File: config.mk
export PLATFORM = sky130hd
export DESIGN_NAME = lsu_mem_initiator_flat
export DESIGN_NICKNAME = d
export VERILOG_FILES = /design/src/rtl/lsu_pkg.sv /design/src/rtl/lsu_mem_initiator_if.sv /design/src/rtl/lsu_align.sv /design/src/rtl/lsu_mem_initiator.sv /design/src/flat_wrapper.sv
export SDC_FILE = /design/constraint.sdc
export NUM_CORES = 1
export LEC_CHECK = 0
export BUFFER_PORTS_ARGS = -buffer_cell sky130_fd_sc_hd__buf_2
export CAP_MARGIN = 40
export CORE_MARGIN = 2
export CORE_UTILIZATION = 50
export DETAILED_ROUTE_END_ITERATION = 7
export GPL_ROUTABILITY_DRIVEN = 0
export PLACE_DENSITY = 0.83
export SYNTH_ARGS = -nofsm -noshare
export SYNTH_HDL_FRONTEND = slang
export SYNTH_SLANG_ARGS = --single-unit
File: constraint.sdc
create_clock -name clock -period 3.35 [get_ports clock]
set_input_delay 0.5025 -clock clock [delete_from_list [all_inputs] [get_ports clock]]
set_output_delay 0.5025 -clock clock [all_outputs]
set_load 0.05 [all_outputs]
File: src/rtl/lsu_pkg.sv
// Shared definitions for the load/store unit memory initiator.
package lsu_pkg;

  localparam int unsigned XLEN = 32;

  // RV32 load funct3 encodings
  localparam logic [2:0] F3_LB  = 3'b000;
  localparam logic [2:0] F3_LH  = 3'b001;
  localparam logic [2:0] F3_LW  = 3'b010;
  localparam logic [2:0] F3_LBU = 3'b100;
  localparam logic [2:0] F3_LHU = 3'b101;

  // RV32 store funct3 encodings
  localparam logic [2:0] F3_SB  = 3'b000;
  localparam logic [2:0] F3_SH  = 3'b001;
  localparam logic [2:0] F3_SW  = 3'b010;

  typedef enum logic [1:0] {
    ST_IDLE = 2'b00,
    ST_REQ  = 2'b01,
    ST_WAIT = 2'b10,
    ST_RESP = 2'b11
  } lsu_state_t;

endpackage

File: src/rtl/lsu_mem_initiator_if.sv
// EXU request, WBU response and data-memory bus of the LSU front end.
interface lsu_mem_initiator_if #(
  parameter int unsigned XLEN = 32
);

  // EXU -> LSU request
  logic            in_valid;
  logic            in_ready;
  logic            in_wen;
  logic [2:0]      in_funct3;
  logic [XLEN-1:0] in_addr;
  logic [XLEN-1:0] in_wdata;

  // LSU -> WBU response
  logic            out_valid;
  logic            out_ready;
  logic [XLEN-1:0] out_rdata;
  logic            out_err;

  // LSU -> data memory
  logic            mem_valid;
  logic            mem_wen;
  logic [7:0]      mem_wmask;
  logic [XLEN-1:0] mem_raddr;
  logic [XLEN-1:0] mem_waddr;
  logic [XLEN-1:0] mem_wdata;
  logic [XLEN-1:0] mem_rdata;

  // LSU side
  modport master (
    input  in_valid, in_wen, in_funct3, in_addr, in_wdata,
    input  out_ready, mem_rdata,
    output in_ready, out_valid, out_rdata, out_err,
    output mem_valid, mem_wen, mem_wmask, mem_raddr, mem_waddr, mem_wdata
  );

  // EXU / WBU / memory side
  modport slave (
    output in_valid, in_wen, in_funct3, in_addr, in_wdata,
    output out_ready, mem_rdata,
    input  in_ready, out_valid, out_rdata, out_err,
    input  mem_valid, mem_wen, mem_wmask, mem_raddr, mem_waddr, mem_wdata
  );

endinterface

File: src/rtl/lsu_align.sv
// Combinational lane logic: request legality, store byte mask and data
// shifting, and load-data extraction with sign/zero extension.
module lsu_align
  import lsu_pkg::*;
#(
  parameter int unsigned XLEN = 32
) (
  // request side (evaluated at acceptance)
  input  logic            req_wen,
  input  logic [2:0]      req_funct3,
  input  logic [1:0]      req_off,
  input  logic [XLEN-1:0] req_wdata,
  output logic            req_legal,
  output logic [3:0]      req_wmask,
  output logic [XLEN-1:0] req_wdata_sh,
  // load side (evaluated when the memory word is valid)
  input  logic [2:0]      ld_funct3,
  input  logic [1:0]      ld_off,
  input  logic [XLEN-1:0] ld_rdata,
  output logic [XLEN-1:0] ld_data
);

  logic [XLEN-1:0] ld_shifted;

  // Access legality: known funct3 and natural alignment for its size
  always_comb begin
    req_legal = 1'b0;
    if (req_wen) begin
      case (req_funct3)
        F3_SB:   req_legal = 1'b1;
        F3_SH:   req_legal = ~req_off[0];
        F3_SW:   req_legal = (req_off == 2'b00);
        default: req_legal = 1'b0;
      endcase
    end else begin
      case (req_funct3)
        F3_LB, F3_LBU: req_legal = 1'b1;
        F3_LH, F3_LHU: req_legal = ~req_off[0];
        F3_LW:         req_legal = (req_off == 2'b00);
        default:       req_legal = 1'b0;
      endcase
    end
  end

  // Store byte-enable mask within the addressed word
  always_comb begin
    req_wmask = '0;
    if (req_wen) begin
      case (req_funct3)
        F3_SB:   req_wmask = 4'b0001 << req_off;
        F3_SH:   req_wmask = 4'b0011 << req_off;
        F3_SW:   req_wmask = 4'b1111;
        default: req_wmask = '0;
      endcase
    end
  end

  // Move right-justified store data onto its byte lanes
  always_comb begin
    req_wdata_sh = req_wdata << {req_off, 3'b000};
  end

  // Right-justify the addressed lanes, then extend to XLEN
  always_comb begin
    ld_shifted = ld_rdata >> {ld_off, 3'b000};
    case (ld_funct3)
      F3_LB:   ld_data = {{(XLEN-8){ld_shifted[7]}}, ld_shifted[7:0]};
      F3_LH:   ld_data = {{(XLEN-16){ld_shifted[15]}}, ld_shifted[15:0]};
      F3_LBU:  ld_data = {{(XLEN-8){1'b0}}, ld_shifted[7:0]};
      F3_LHU:  ld_data = {{(XLEN-16){1'b0}}, ld_shifted[15:0]};
      default: ld_data = ld_shifted;
    endcase
  end

endmodule

File: src/rtl/lsu_mem_initiator.sv
// LSU front end: accepts one EXU load/store at a time, issues a single
// word-aligned memory strobe, waits MEM_LATENCY cycles and returns the
// extended result (or an error) to WBU.
module lsu_mem_initiator
  import lsu_pkg::*;
#(
  parameter int unsigned MEM_LATENCY = 1,
  parameter int unsigned XLEN        = lsu_pkg::XLEN
) (
  input  logic                clock,
  input  logic                reset,
  lsu_mem_initiator_if.master bus
);

  localparam int unsigned CW = (MEM_LATENCY > 1) ? $clog2(MEM_LATENCY) : 1;

  lsu_state_t      state;
  logic [CW-1:0]   cnt;

  // captured request
  logic            req_wen;
  logic [2:0]      req_funct3;
  logic [1:0]      req_off;

  // memory-side registers, loaded only for legal requests
  logic            mem_wen_q;
  logic [3:0]      mem_wmask_q;
  logic [XLEN-1:0] mem_addr_q;
  logic [XLEN-1:0] mem_wdata_q;

  // response registers
  logic [XLEN-1:0] out_rdata_q;
  logic            out_err_q;

  logic            al_legal;
  logic [3:0]      al_wmask;
  logic [XLEN-1:0] al_wdata_sh;
  logic [XLEN-1:0] al_ld_data;

  lsu_align #(
    .XLEN (XLEN)
  ) u_align (
    .req_wen      (bus.in_wen),
    .req_funct3   (bus.in_funct3),
    .req_off      (bus.in_addr[1:0]),
    .req_wdata    (bus.in_wdata),
    .req_legal    (al_legal),
    .req_wmask    (al_wmask),
    .req_wdata_sh (al_wdata_sh),
    .ld_funct3    (req_funct3),
    .ld_off       (req_off),
    .ld_rdata     (bus.mem_rdata),
    .ld_data      (al_ld_data)
  );

  // Request FSM, latency counter and all captured/response state
  always_ff @(posedge clock or negedge reset) begin
    if (!reset) begin
      state       <= ST_IDLE;
      cnt         <= '0;
      req_wen     <= 1'b0;
      req_funct3  <= '0;
      req_off     <= '0;
      mem_wen_q   <= 1'b0;
      mem_wmask_q <= '0;
      mem_addr_q  <= '0;
      mem_wdata_q <= '0;
      out_rdata_q <= '0;
      out_err_q   <= 1'b0;
    end else begin
      case (state)
        ST_IDLE: begin
          if (bus.in_valid) begin
            req_wen    <= bus.in_wen;
            req_funct3 <= bus.in_funct3;
            req_off    <= bus.in_addr[1:0];
            if (al_legal) begin
              // lane shifting is resolved here so the bus is stable from REQ on
              mem_wen_q   <= bus.in_wen;
              mem_wmask_q <= al_wmask;
              mem_addr_q  <= {bus.in_addr[XLEN-1:2], 2'b00};
              mem_wdata_q <= al_wdata_sh;
              state       <= ST_REQ;
            end else begin
              out_rdata_q <= '0;
              out_err_q   <= 1'b1;
              state       <= ST_RESP;
            end
          end
        end
        ST_REQ: begin
          cnt   <= CW'(MEM_LATENCY - 1);
          state <= ST_WAIT;
        end
        ST_WAIT: begin
          if (cnt != '0) begin
            cnt <= cnt - CW'(1);
          end else begin
            out_rdata_q <= req_wen ? '0 : al_ld_data;
            out_err_q   <= 1'b0;
            state       <= ST_RESP;
          end
        end
        ST_RESP: begin
          if (bus.out_ready) begin
            state <= ST_IDLE;
          end
        end
        default: state <= ST_IDLE;
      endcase
    end
  end

  // Outputs decoded from state; mem_valid is a one-cycle strobe by construction
  always_comb begin
    bus.in_ready  = (state == ST_IDLE);
    bus.mem_valid = (state == ST_REQ);
    bus.out_valid = (state == ST_RESP);
    bus.out_rdata = out_rdata_q;
    bus.out_err   = out_err_q;
    bus.mem_wen   = mem_wen_q;
    bus.mem_wmask = {4'b0000, mem_wmask_q};
    bus.mem_raddr = mem_addr_q;
    bus.mem_waddr = mem_addr_q;
    bus.mem_wdata = mem_wdata_q;
  end

endmodule

File: src/flat_wrapper.sv
// flat-port wrapper written by rule: the top's interface ports become plain ports
module lsu_mem_initiator_flat import lsu_pkg::*;
#(
  parameter int unsigned MEM_LATENCY = 1,
  parameter int unsigned XLEN        = lsu_pkg::XLEN
)
  (clock, reset, bus_in_valid, bus_in_wen, bus_in_funct3, bus_in_addr, bus_in_wdata, bus_out_ready, bus_mem_rdata, bus_in_ready, bus_out_valid, bus_out_rdata, bus_out_err, bus_mem_valid, bus_mem_wen, bus_mem_wmask, bus_mem_raddr, bus_mem_waddr, bus_mem_wdata);
  lsu_mem_initiator_if #(.XLEN(XLEN)) bus_i ();
  input  logic clock;
  input  logic reset;
  input wire logic [$bits(bus_i.in_valid)-1:0] bus_in_valid;
  input wire logic [$bits(bus_i.in_wen)-1:0] bus_in_wen;
  input wire logic [$bits(bus_i.in_funct3)-1:0] bus_in_funct3;
  input wire logic [$bits(bus_i.in_addr)-1:0] bus_in_addr;
  input wire logic [$bits(bus_i.in_wdata)-1:0] bus_in_wdata;
  input wire logic [$bits(bus_i.out_ready)-1:0] bus_out_ready;
  input wire logic [$bits(bus_i.mem_rdata)-1:0] bus_mem_rdata;
  output wire logic [$bits(bus_i.in_ready)-1:0] bus_in_ready;
  output wire logic [$bits(bus_i.out_valid)-1:0] bus_out_valid;
  output wire logic [$bits(bus_i.out_rdata)-1:0] bus_out_rdata;
  output wire logic [$bits(bus_i.out_err)-1:0] bus_out_err;
  output wire logic [$bits(bus_i.mem_valid)-1:0] bus_mem_valid;
  output wire logic [$bits(bus_i.mem_wen)-1:0] bus_mem_wen;
  output wire logic [$bits(bus_i.mem_wmask)-1:0] bus_mem_wmask;
  output wire logic [$bits(bus_i.mem_raddr)-1:0] bus_mem_raddr;
  output wire logic [$bits(bus_i.mem_waddr)-1:0] bus_mem_waddr;
  output wire logic [$bits(bus_i.mem_wdata)-1:0] bus_mem_wdata;
  assign bus_i.in_valid = bus_in_valid;
  assign bus_i.in_wen = bus_in_wen;
  assign bus_i.in_funct3 = bus_in_funct3;
  assign bus_i.in_addr = bus_in_addr;
  assign bus_i.in_wdata = bus_in_wdata;
  assign bus_i.out_ready = bus_out_ready;
  assign bus_i.mem_rdata = bus_mem_rdata;
  assign bus_in_ready = bus_i.in_ready;
  assign bus_out_valid = bus_i.out_valid;
  assign bus_out_rdata = bus_i.out_rdata;
  assign bus_out_err = bus_i.out_err;
  assign bus_mem_valid = bus_i.mem_valid;
  assign bus_mem_wen = bus_i.mem_wen;
  assign bus_mem_wmask = bus_i.mem_wmask;
  assign bus_mem_raddr = bus_i.mem_raddr;
  assign bus_mem_waddr = bus_i.mem_waddr;
  assign bus_mem_wdata = bus_i.mem_wdata;
  lsu_mem_initiator #(.MEM_LATENCY(MEM_LATENCY), .XLEN(XLEN)) u_core (.clock(clock), .reset(reset), .bus(bus_i));
endmodule
==> results.env <==
RUN_STATUS='finished clean'
FINAL_LAYOUT_SIZE_SUFFIX_GT1_SHARE_PCT=44.25
HOLD_VIOL=0
FIN_NETS=833
ANTENNADIODECOUNT=0
CTS_TREE='yes'
CTS-BUFFERS-INSERTED=9
SYNTH.LIB_CELLS_USED.DISTINCT=46
GRT_USE_TOTAL_PCT=23.06
TIGHTEST_SLEW_NS=0.9067
SYNTH_TOP_CELL_AREA_SHARE_PCT=47.66
START_UTIL_PCT=51.85
FINAL_CRITICAL_PATH_SETUP_SLACK_NS=0.8796
CTSHOLDBUFFERS=0
WHS_NS=0.1769
SEQUENTIAL_CELL_AREA_FRACTION_IN_THE_YOSYS_REPORT_PCT=47.66
CLK_LATENCY_NS=0.35
YOSYS-TOP-CELLS-AREA='dfrtp_1 (48%), mux2_2 (11%), mux2i_1 (5.8%)'
CRITPATHBUFINV=1
PIN_COUNT_OF_THE_BIGGEST_NET_ENTERING_GLOBAL_ROUTING=83
GRT_SETUP_UNREPAIRED='no'
CTS_ROOT_BUF='clkbuf_16'
CTS_SINKS=108
SYNTHTOLAYOUTAREAGROWTH_PCT=22.48
PLACE_HPWL_UM=10790
WORST_SETUP_PATH_END_KIND='flop'
CRITICAL_PATH_REQUIRED_NS=3.60
ANTENNA_VIOLATING_NETS_POST_ROUTE=0
CLOCK_PIN_SLEW_ON_THE_WORST_SETUP_AND_HOLD_PATHS_NS=0.07
CLOCK_TREE.BUFFER_DEPTH=2
FIRST_GLOBAL_VIAS=4611
FIRST_ITER_VIOLATIONS=272
PRECTSSETUPSLACK_NS=0.9740
ACHIEVABLE-FREQUENCY_MHz=404.8
HTREE_NUM_LEVELS=3
TNS_NS=0
GRT-OVFL-TOTAL=0
COREAREA_SQ_MM=0.01094
TIMING.CRITICAL_PATH.FANOUT_MAX=21
DIE_X_UM=110.5
CRIT_PATH_TOP_DELAY_CELL='dfrtp_1'
YS_SEQ_ELEMENTS=108
DRT-TOTAL-WL_UM=14070
AVGROUTEDWIREPERCELL_UM=16.17
TIMING.FINAL.SETUP_VIOLATIONS=0
MAX-SLEW-MARGIN-REL_PCT=39.55
CRITPATHLAUNCHTYPE='flop'
SYNTHESIS.AREA_SQ_MM=0.005670
FINCLKSKEW_NS=0.008621
SYNTH_ENABLE_FLOP_CELLS=0
POST_CTS_RESIZE_COUNT=0
SLOWEST_DELAY_NS=0.58
DRC=0
CRIT_PATH_CELL_TRACE='buf_4, mux2i_1, o2bb2a_1, nand4_1, a31oi_1'
CP_TOP_FAMILY='compound AO/OA/AOI/OAI gates'
YS_WARN_COUNT=0
LAYOUT.FILLER_CELLS=866
FINAL_PERIOD_MINUS_WORST_SETUP_SLACK_NS=2.470
IO-PIN-COUNT=245
SYN-INSTANCE-COUNT=538
TOTAL_DIE_AREA_SQ_MM=0.01221
CRIT_ARRIVAL_NS=2.72
VIASPERCELL=5.406
PORT-BUFFER-COUNT=236
DRV_CAP=0
TOTAL_VIAS_IN_THE_FINAL_ROUTE=4703
POST_ROUTE_CLOCK_PERIOD_UTILIZATION_PCT=73.74
WIRE_LENGTH_OF_THE_FIRST_GLOBAL_ROUTING_PASS_UM=22960
ROWS=38
POST_SYNTH.CELL_AREA_AVG_SQ_UM=10.54
TIMING.FINAL.MAX_SLEW_VIOLATIONS=0
INITIAL_ANTENNA_VIOLATION_COUNT=0
FIRSTDRTPASSITERS=5
YOSYS_MOST_USED_DFF='dfrtp_1'
SYNTH_LARGEST_AREA_CELL='dfrtp_1'
HOLDCRITPATHCLASS='primary input to async pin'
POST-CTS-SETUP-BUFFERS=0
DIE_HEIGHT_UM=110.5
POSTSYNTH.ASYNCRESETSHARE_PCT=100.0
POSTLAYOUTCOREUTIL_PCT=63.51
TIMING.SETUP.CRITICAL_PATH_CLASS='flop to flop'
==> sequential cells by signal, summed over array words and instances (netlist names) <==
name,count
u_core.bus.out_rdata,32
u_core.req_off,2
u_core.bus.mem_wen,1
u_core.bus.mem_wdata,32
u_core.state,2
u_core.mem_wmask_q,4
u_core.req_wen,1
u_core.bus.out_err,1
u_core.req_funct3,3
u_core.bus.mem_raddr,30
==> cells in the mapped netlist, types with 7 or more instances <==
library cell / instances
nor2_1: 35
dfrtp_1: 108
o21ai_0: 30
a21oi_1: 33
mux2_2: 54
mux2i_1: 33
a31oi_1: 16
buf_4: 39
nand2_1: 70
a211oi_1: 8
buf_1: 7
nor2b_1: 14
o31ai_1: 13
buf_2: 18
==> worst register-to-register path, delay by kind of cell, from the launching register on <==
| kind | cells | cell delay (ns) |
|---|---|---|
| AO/OA/AOI/OAI | 2 | 0.72 |
| buffers and inverters | 1 | 0.38 |
| flip-flops | 1 | 0.58 |
| multiplexers | 1 | 0.16 |
| AND/OR/NAND/NOR | 1 | 0.53 |
==> path summary, 6_finish.rpt <==
kind                                                      start                                    to  slack, ns  cells after the start
min in group clock                              bus_in_addr[30]  u_core.bus.mem_raddr[30]$_DFFE_PN0P_       0.38                      2
hold / removal                                            reset   u_core.bus.out_rdata[3]$_DFFE_PN0P_       0.18                      1
setup reg to reg                  u_core.req_off[0]$_DFFE_PN0P_  u_core.bus.out_rdata[29]$_DFFE_PN0P_       0.88                      5
max in group asynchronous                                 reset  u_core.bus.mem_raddr[27]$_DFFE_PN0P_       2.44                      2
setup / recovery                  u_core.req_off[0]$_DFFE_PN0P_  u_core.bus.out_rdata[29]$_DFFE_PN0P_       0.88                      5
hold reg to reg            u_core.bus.mem_wdata[23]$_DFFE_PN0P_  u_core.bus.mem_wdata[23]$_DFFE_PN0P_       0.48                      2
==> area by class of cell <==
| type | count | area [sq um] | area share (%) |
|---|---|---|---|
| Sequential cell | 108 | 2703 | 38.91 |
| Clock buffer | 13 | 270.3 | 3.891 |
| Inverter | 4 | 15.01 | 0.2162 |
| Tap cell | 140 | 175.2 | 2.522 |
| Timing Repair Buffer | 243 | 1261 | 18.16 |
| Clock inverter | 3 | 43.79 | 0.6305 |
| Multi-Input combinational cell | 359 | 2477 | 35.67 |
==> metrics by stage <==
step	cell area [sq um]	instances
after floorplan	5697	545
after global placement	6631	854
after detailed placement	6631	854
after CTS	6945	870
after global routing	6945	870
final	6945	870
==> kinds of logic after synthesis <==
group | count (synthesis) | share of synthesized area [%]
and+or+nand+nor | 137 | 10.88
AOI/OAI and AO/OA | 122 | 14.45
DFF | 108 | 47.66
muxes | 88 | 16.95
buffers and inverters | 78 | 9.113
adders and majority gates | 4 | 0.8826
other | 1 | 0.06613
==> cell usage in the layout, fill, tap and decap left out, types with 2 or more instances in the layout <==
master and n:
o21ai_0 30, dfrtp_1 108, nor2b_1 14, mux2_2 54
o21ai_1 3, mux2i_1 33, a211oi_1 8, nand2b_1 6
nor2_1 35, a31oi_1 16, ha_1 4, nand2_1 70
o2bb2ai_1 6, clkbuf_16 9, o31ai_2 2, inv_1 4
buf_12 2, nor3_1 3, a21oi_1 33, buf_4 6
o31ai_1 13, buf_2 235, conb_1 8, clkbuf_8 3
==> metal layers <==
metal / vias up / share of wire (%) / global-route usage [%]
met5: - / 0 / 0
met4: 0 / 1.8 / 7.750
met3: 24 / 8.3 / 5.763
met2: 230 / 50 / 39.18
met1: 2236 / 40 / 28.82
li1: 2213 / - / -
Power is left out: the tool's default activity adds up to more than one toggle a clock period on the data nets, which glitch-free logic cannot reach.
